===== src/rtl/multicycle_controller.sv =====
// rtl/multicycle_controller.sv - multicycle ARM-subset control FSM, condition check and NZCV flags
module multicycle_controller (
  input  logic        clk,
  input  logic        rst_n,
  input  logic [31:0] Instr,
  input  logic [3:0]  ALUFlags,
  output logic        PCWrite,
  output logic        MemWrite,
  output logic        RegWrite,
  output logic        IRWrite,
  output logic        AdrSrc,
  output logic [1:0]  ResultSrc,
  output logic        ALUSrcA,
  output logic [1:0]  ALUSrcB,
  output logic [1:0]  ImmSrc,
  output logic [1:0]  RegSrc,
  output logic [1:0]  ALUControl
);

  typedef enum logic [3:0] {
    FETCH, DECODE, MEMADR, MEMREAD, MEMWB, MEMWRITE, EXECR, EXECI, ALUWB, BRANCH, UNDEF
  } state_t;

  state_t     state_q, state_d;
  logic [3:0] flags_q, flags_d;

  logic [3:0] cond;
  logic [1:0] op;
  logic [5:0] funct;
  logic [3:0] rd;
  logic [3:0] cmd;
  logic       is_cmp;
  logic       unused_instr_bits;

  assign cond  = Instr[31:28];
  assign op    = Instr[27:26];
  assign funct = Instr[25:20];
  assign rd    = Instr[15:12];
  assign cmd   = funct[4:1];
  assign is_cmp = (cmd == 4'b1010);
  assign unused_instr_bits = ^{Instr[19:16], Instr[11:0]};

  // Raw per-state controls, before condition gating
  logic       next_pc, branch, reg_w, mem_w, ir_w, alu_op;
  logic [1:0] flag_w;
  logic       cond_ex, pcs;

  // Next-state sequencing
  always_comb begin
    state_d = FETCH;
    case (state_q)
      FETCH:  state_d = DECODE;
      DECODE: begin
        case (op)
          2'b01:   state_d = MEMADR;
          2'b00:   state_d = funct[5] ? EXECI : EXECR;
          2'b10:   state_d = BRANCH;
          default: state_d = UNDEF;
        endcase
      end
      MEMADR:       state_d = funct[0] ? MEMREAD : MEMWRITE;
      MEMREAD:      state_d = MEMWB;
      EXECR, EXECI: state_d = ALUWB;
      default:      state_d = FETCH;
    endcase
  end

  // Moore per-state datapath selects and raw enables
  always_comb begin
    next_pc   = 1'b0;
    branch    = 1'b0;
    reg_w     = 1'b0;
    mem_w     = 1'b0;
    ir_w      = 1'b0;
    alu_op    = 1'b0;
    AdrSrc    = 1'b0;
    ResultSrc = 2'b00;
    ALUSrcA   = 1'b0;
    ALUSrcB   = 2'b00;
    case (state_q)
      FETCH: begin
        ir_w      = 1'b1;
        next_pc   = 1'b1;
        ALUSrcA   = 1'b1;
        ALUSrcB   = 2'b10;
        ResultSrc = 2'b10;
      end
      DECODE: begin
        ALUSrcA   = 1'b1;
        ALUSrcB   = 2'b10;
        ResultSrc = 2'b10;
      end
      MEMADR:   ALUSrcB = 2'b01;
      MEMREAD:  AdrSrc  = 1'b1;
      MEMWB: begin
        ResultSrc = 2'b01;
        reg_w     = 1'b1;
      end
      MEMWRITE: begin
        AdrSrc = 1'b1;
        mem_w  = 1'b1;
      end
      EXECR:    alu_op = 1'b1;
      EXECI: begin
        ALUSrcB = 2'b01;
        alu_op  = 1'b1;
      end
      ALUWB:    reg_w = ~is_cmp;
      BRANCH: begin
        ALUSrcB   = 2'b01;
        ResultSrc = 2'b10;
        branch    = 1'b1;
      end
      default: ;
    endcase
  end

  // ALU operation and flag-write request from the data-processing command
  always_comb begin
    ALUControl = 2'b00;
    flag_w     = 2'b00;
    if (alu_op) begin
      case (cmd)
        4'b0010, 4'b1010: ALUControl = 2'b01;
        4'b0000:          ALUControl = 2'b10;
        4'b1100:          ALUControl = 2'b11;
        default:          ALUControl = 2'b00;
      endcase
      flag_w[1] = funct[0] | is_cmp;
      flag_w[0] = (funct[0] & (cmd == 4'b0100 || cmd == 4'b0010 || is_cmp)) | is_cmp;
    end
  end

  // Condition evaluation against the stored NZCV flags
  always_comb begin
    case (cond)
      4'b0000: cond_ex = flags_q[2];
      4'b0001: cond_ex = ~flags_q[2];
      4'b0010: cond_ex = flags_q[1];
      4'b0011: cond_ex = ~flags_q[1];
      4'b0100: cond_ex = flags_q[3];
      4'b0101: cond_ex = ~flags_q[3];
      4'b0110: cond_ex = flags_q[0];
      4'b0111: cond_ex = ~flags_q[0];
      4'b1000: cond_ex = flags_q[1] & ~flags_q[2];
      4'b1001: cond_ex = ~(flags_q[1] & ~flags_q[2]);
      4'b1010: cond_ex = (flags_q[3] == flags_q[0]);
      4'b1011: cond_ex = (flags_q[3] != flags_q[0]);
      4'b1100: cond_ex = ~flags_q[2] & (flags_q[3] == flags_q[0]);
      4'b1101: cond_ex = ~(~flags_q[2] & (flags_q[3] == flags_q[0]));
      4'b1110: cond_ex = 1'b1;
      default: cond_ex = 1'b0;
    endcase
  end

  // Condition-gated enables; held low while reset is asserted
  always_comb begin
    pcs      = branch | (reg_w & (rd == 4'hF));
    PCWrite  = rst_n & (next_pc | (pcs & cond_ex));
    RegWrite = rst_n & reg_w & cond_ex;
    MemWrite = rst_n & mem_w & cond_ex;
    IRWrite  = rst_n & ir_w;
    ImmSrc   = (op == 2'b11) ? 2'b00 : op;
    RegSrc   = {op == 2'b01, op == 2'b10};
    flags_d  = flags_q;
    if (flag_w[1] & cond_ex) flags_d[3:2] = ALUFlags[3:2];
    if (flag_w[0] & cond_ex) flags_d[1:0] = ALUFlags[1:0];
  end

  // State and flag registers
  always_ff @(posedge clk or negedge rst_n) begin
    if (!rst_n) begin
      state_q <= FETCH;
      flags_q <= 4'b0000;
    end else begin
      state_q <= state_d;
      flags_q <= flags_d;
    end
  end

endmodule

===== config.mk =====
export PLATFORM = sky130hd
export DESIGN_NAME = multicycle_controller
export DESIGN_NICKNAME = d
export VERILOG_FILES = /design/src/rtl/multicycle_controller.sv
export SDC_FILE = /design/constraint.sdc
export NUM_CORES = 1
export LEC_CHECK = 0
export BUFFER_PORTS_ARGS = -buffer_cell sky130_fd_sc_hd__buf_2
export CORE_UTILIZATION = 40
export DETAILED_ROUTE_END_ITERATION = 10
export PLACE_DENSITY = 0.75
export REMOVE_ABC_BUFFERS = 1
export SYNTH_ARGS = -nofsm -noshare
export SYNTH_HDL_FRONTEND = slang
export SYNTH_SLANG_ARGS = --single-unit

===== constraint.sdc =====
create_clock -name clk -period 4.8 [get_ports clk]
set_input_delay 1.44 -clock clk [delete_from_list [all_inputs] [get_ports clk]]
set_output_delay 1.44 -clock clk [all_outputs]
set_load 0.03 [all_outputs]

==> results.md <==
- Syn Std Cell Area: 910 µm²
- Layout Cells excl Fill: 164
- Seq cells post-synth: 8
- Dpl ws: 287 ps
- Critical Path RT: 3360 ps
- Mean Syn Cell Area: 8.50 µm²
- Mux contribution to synthesized area: 4.95%
- Cell with the most instances after synthesis: nor2_1
- Cells after Synth: 107
- Core ar.: 2040 µm²
- Worst-path clk slew: 50 ps
- Main combinational cell family by area after synthesis: simple AND/OR/NAND/NOR gates
- Status: finished clean
- H-tree depth: 1
- GR Util All Layers: 15.6%
- Clock sink total: 8
- XOR/XNOR share of the synthesized area: 6.60%
- Simple-gate share of the synthesized area: 32.6%
- Crit. End Element: output pin
- Seq/Total Area, Yosys: 22.0%
- Power Dens Cells: 480 nW/µm²
- Antenna diodes: 0
- Top cell type's share of synthesized area: 22.0%
- Max_slew headroom: 62.6%
- Synth cell types: 40
- RSZ-0062 raised after global routing: no
- Post-route DRC violation count: 0
- Synth area leader: dfrtp_1
- Largest net degree at the start of global routing: 17
- Routed wire length: 1950 µm
- Syn-to-layout area delta: 19.1%
- Initial DRC Count: 20
- Fin worst setup slack: 287 ps
- Routed len/inst: 11.9 µm
- Min Hold Slack: 593 ps
- Fillers: 201
- Vias in the first global route: 751
- Initial antenna violation count: 0
- # hold bufs at CTS: 0
- # Max-Cap Violations: 0
- Endpoints failing hold: 0
- Synth Area in Compound Gates: 24.8%
- GRT overflow: 0
- Clock latency on the worst-skew pair: 240 ps
- Cts repair resizes: 0
- CTS tree: yes
- Post-synth top cells: nor2_1 (12), dfrtp_1 (8), nor3_1 (8)
- Pre-Repair DR Iteration Count: 4
- Placer congestion estimate: 0.807
- Postcts setup bufs: 0
- Synth async-reset ratio: 100%
- Post-Route Skew: 1.59 ps
- EDFF count, synth: 0
- Detail Route Antenna Nets: 0
- Die width: 49.7 µm
- Main synth FF type: dfrtp_1
- Longest Clk Path Bufs: 2
- Crit share post-route: 94.0%
- Num CTS Buffers: 3
- F_max: 0.222 GHz
- Layout cell share with drive strength beyond 1: 38.0%
- Crit start category: input port
- Root Buffer: clkbuf_4
- Adder-Cell Fraction of Synth Area: 0%
- Port Buf Inserts: 37
- Global-route wire length before repair: 3060 µm
- Syn. warnings: 0
- Cell row count: 16
- Actual slew at the worst max-slew pin: 553 ps
- Die ar.: 2470 µm²
- Final setup violation count: 0
- Placed cell count: 161
- I/O pin total: 54
- Die H: 49.7 µm
- Vias per Instance: 5.46
- Routed via count: 895
- Layout Nets: 177
- Hold Crit Class: reg2reg
- Fin crit period: 4510 ps
- Arr. time, crit path: 3070 ps
- Area contributors post-synth: dfrtp_1 (22%), mux2_1 (5.0%), nor2_1 (5.0%)
- Maximum VDD drop: 0.000264 V
- Final design utilization: 53.1%
- Largest fanout on the critical path: 7
- Initial Utilization: 44.5%
- Static Leak: 0.000490 µW
- Worst setup path category: in2out
- DP HPWL: 1560 µm
- Final Max Slew Viols: 0
- Setup TNS: 0 ps
==> layer usage <==
metal / share of wire [%] / wire [µm] / up-vias / GRT usage [%]
li1: - / - / 455 / -
met1: 48 / 932 / 407 / 21.5
met2: 46 / 907 / 33 / 25.2
met3: 5.7 / 111 / 0 / 2.78
met4: 0 / 0 / 0 / 3.33
met5: 0 / 0 / - / 0
==> layout by cell type, fill, tap and decap left out, types with 2 or more instances in the layout <==
cell      synthesis  final
nand3b_1          3      3
o32a_1            2      2
xor2_1            3      3
buf_2             0     37
nor2_1           12     12
mux2_1            4      4
nor4b_1           2      2
nor3b_1           2      2
inv_1             4      4
clkbuf_4          0      3
o21ai_0           5      5
nand2b_1          5      5
nor3_1            8      8
o31ai_2           2      2
a211oi_1          2      2
a21oi_1           3      3
xnor2_1           2      2
nand2_1           4      4
a21boi_0          2      2
nor4bb_1          2      2
a221oi_2          2      2
nand3_1           2      2
dfrtp_1           8      8
nor2b_1           3      3
==> sequential cells by signal, indices dropped and copies added (netlist names) <==
register	cells
state_q	4
flags_q	4
==> critical path, cell delays in order <==
cell,delay (ps)
buf_2,140
and2b_4,250
o21ai_0,100
a311oi_2,410
nor3_1,170
o41ai_2,310
buf_2,240
==> kinds of logic after synthesis <==
logic type	count (synthesis)
flip-flops	8
AO/OA/AOI/OAI	25
XOR/XNOR	6
AND/OR/NAND/NOR	50
buffers and inverters	14
multiplexers	4
==> power breakdown <==
part	switching (µW)	leakage, µW	internal (µW)	total [µW]
sequential	67.3	0.000104	93.6	161
clock	19.3	0.0000138	28.4	47.6
combinational	188	0.000372	124	312
==> area by class of cell <==
cell class | count | area [µm²] | share of cell area, %
clock buffer | 3 | 22.5 | 2.08
timing repair buffer | 37 | 185 | 17.1
multi-input combinational | 85 | 627 | 57.9
tap | 27 | 33.8 | 3.12
sequential | 8 | 200 | 18.5
inverter | 4 | 15.0 | 1.39
==> worst paths after layout <==
path	cells past startpoint	to	startpoint	slack (ps)
max in group asynchronous	1	flags_q[1]	rst_n	3590
min reg2reg	1	flags_q[1]	flags_q[1]	590
max	7	PCWrite	Instr[29]	290
min in group asynchronous	1	state_q[0]	rst_n	1040
min	1	flags_q[1]	flags_q[1]	590
max reg2reg	5	flags_q[3]	flags_q[0]	2840
==> through the flow <==
stage                     area, µm²  power, µW
after global placement         1060        463
after CTS                      1080        520
after global routing           1080        558
after floorplan                 842        383
final                          1080        520
after detailed placement       1060        470
Power figures use the tool's default switching activity.
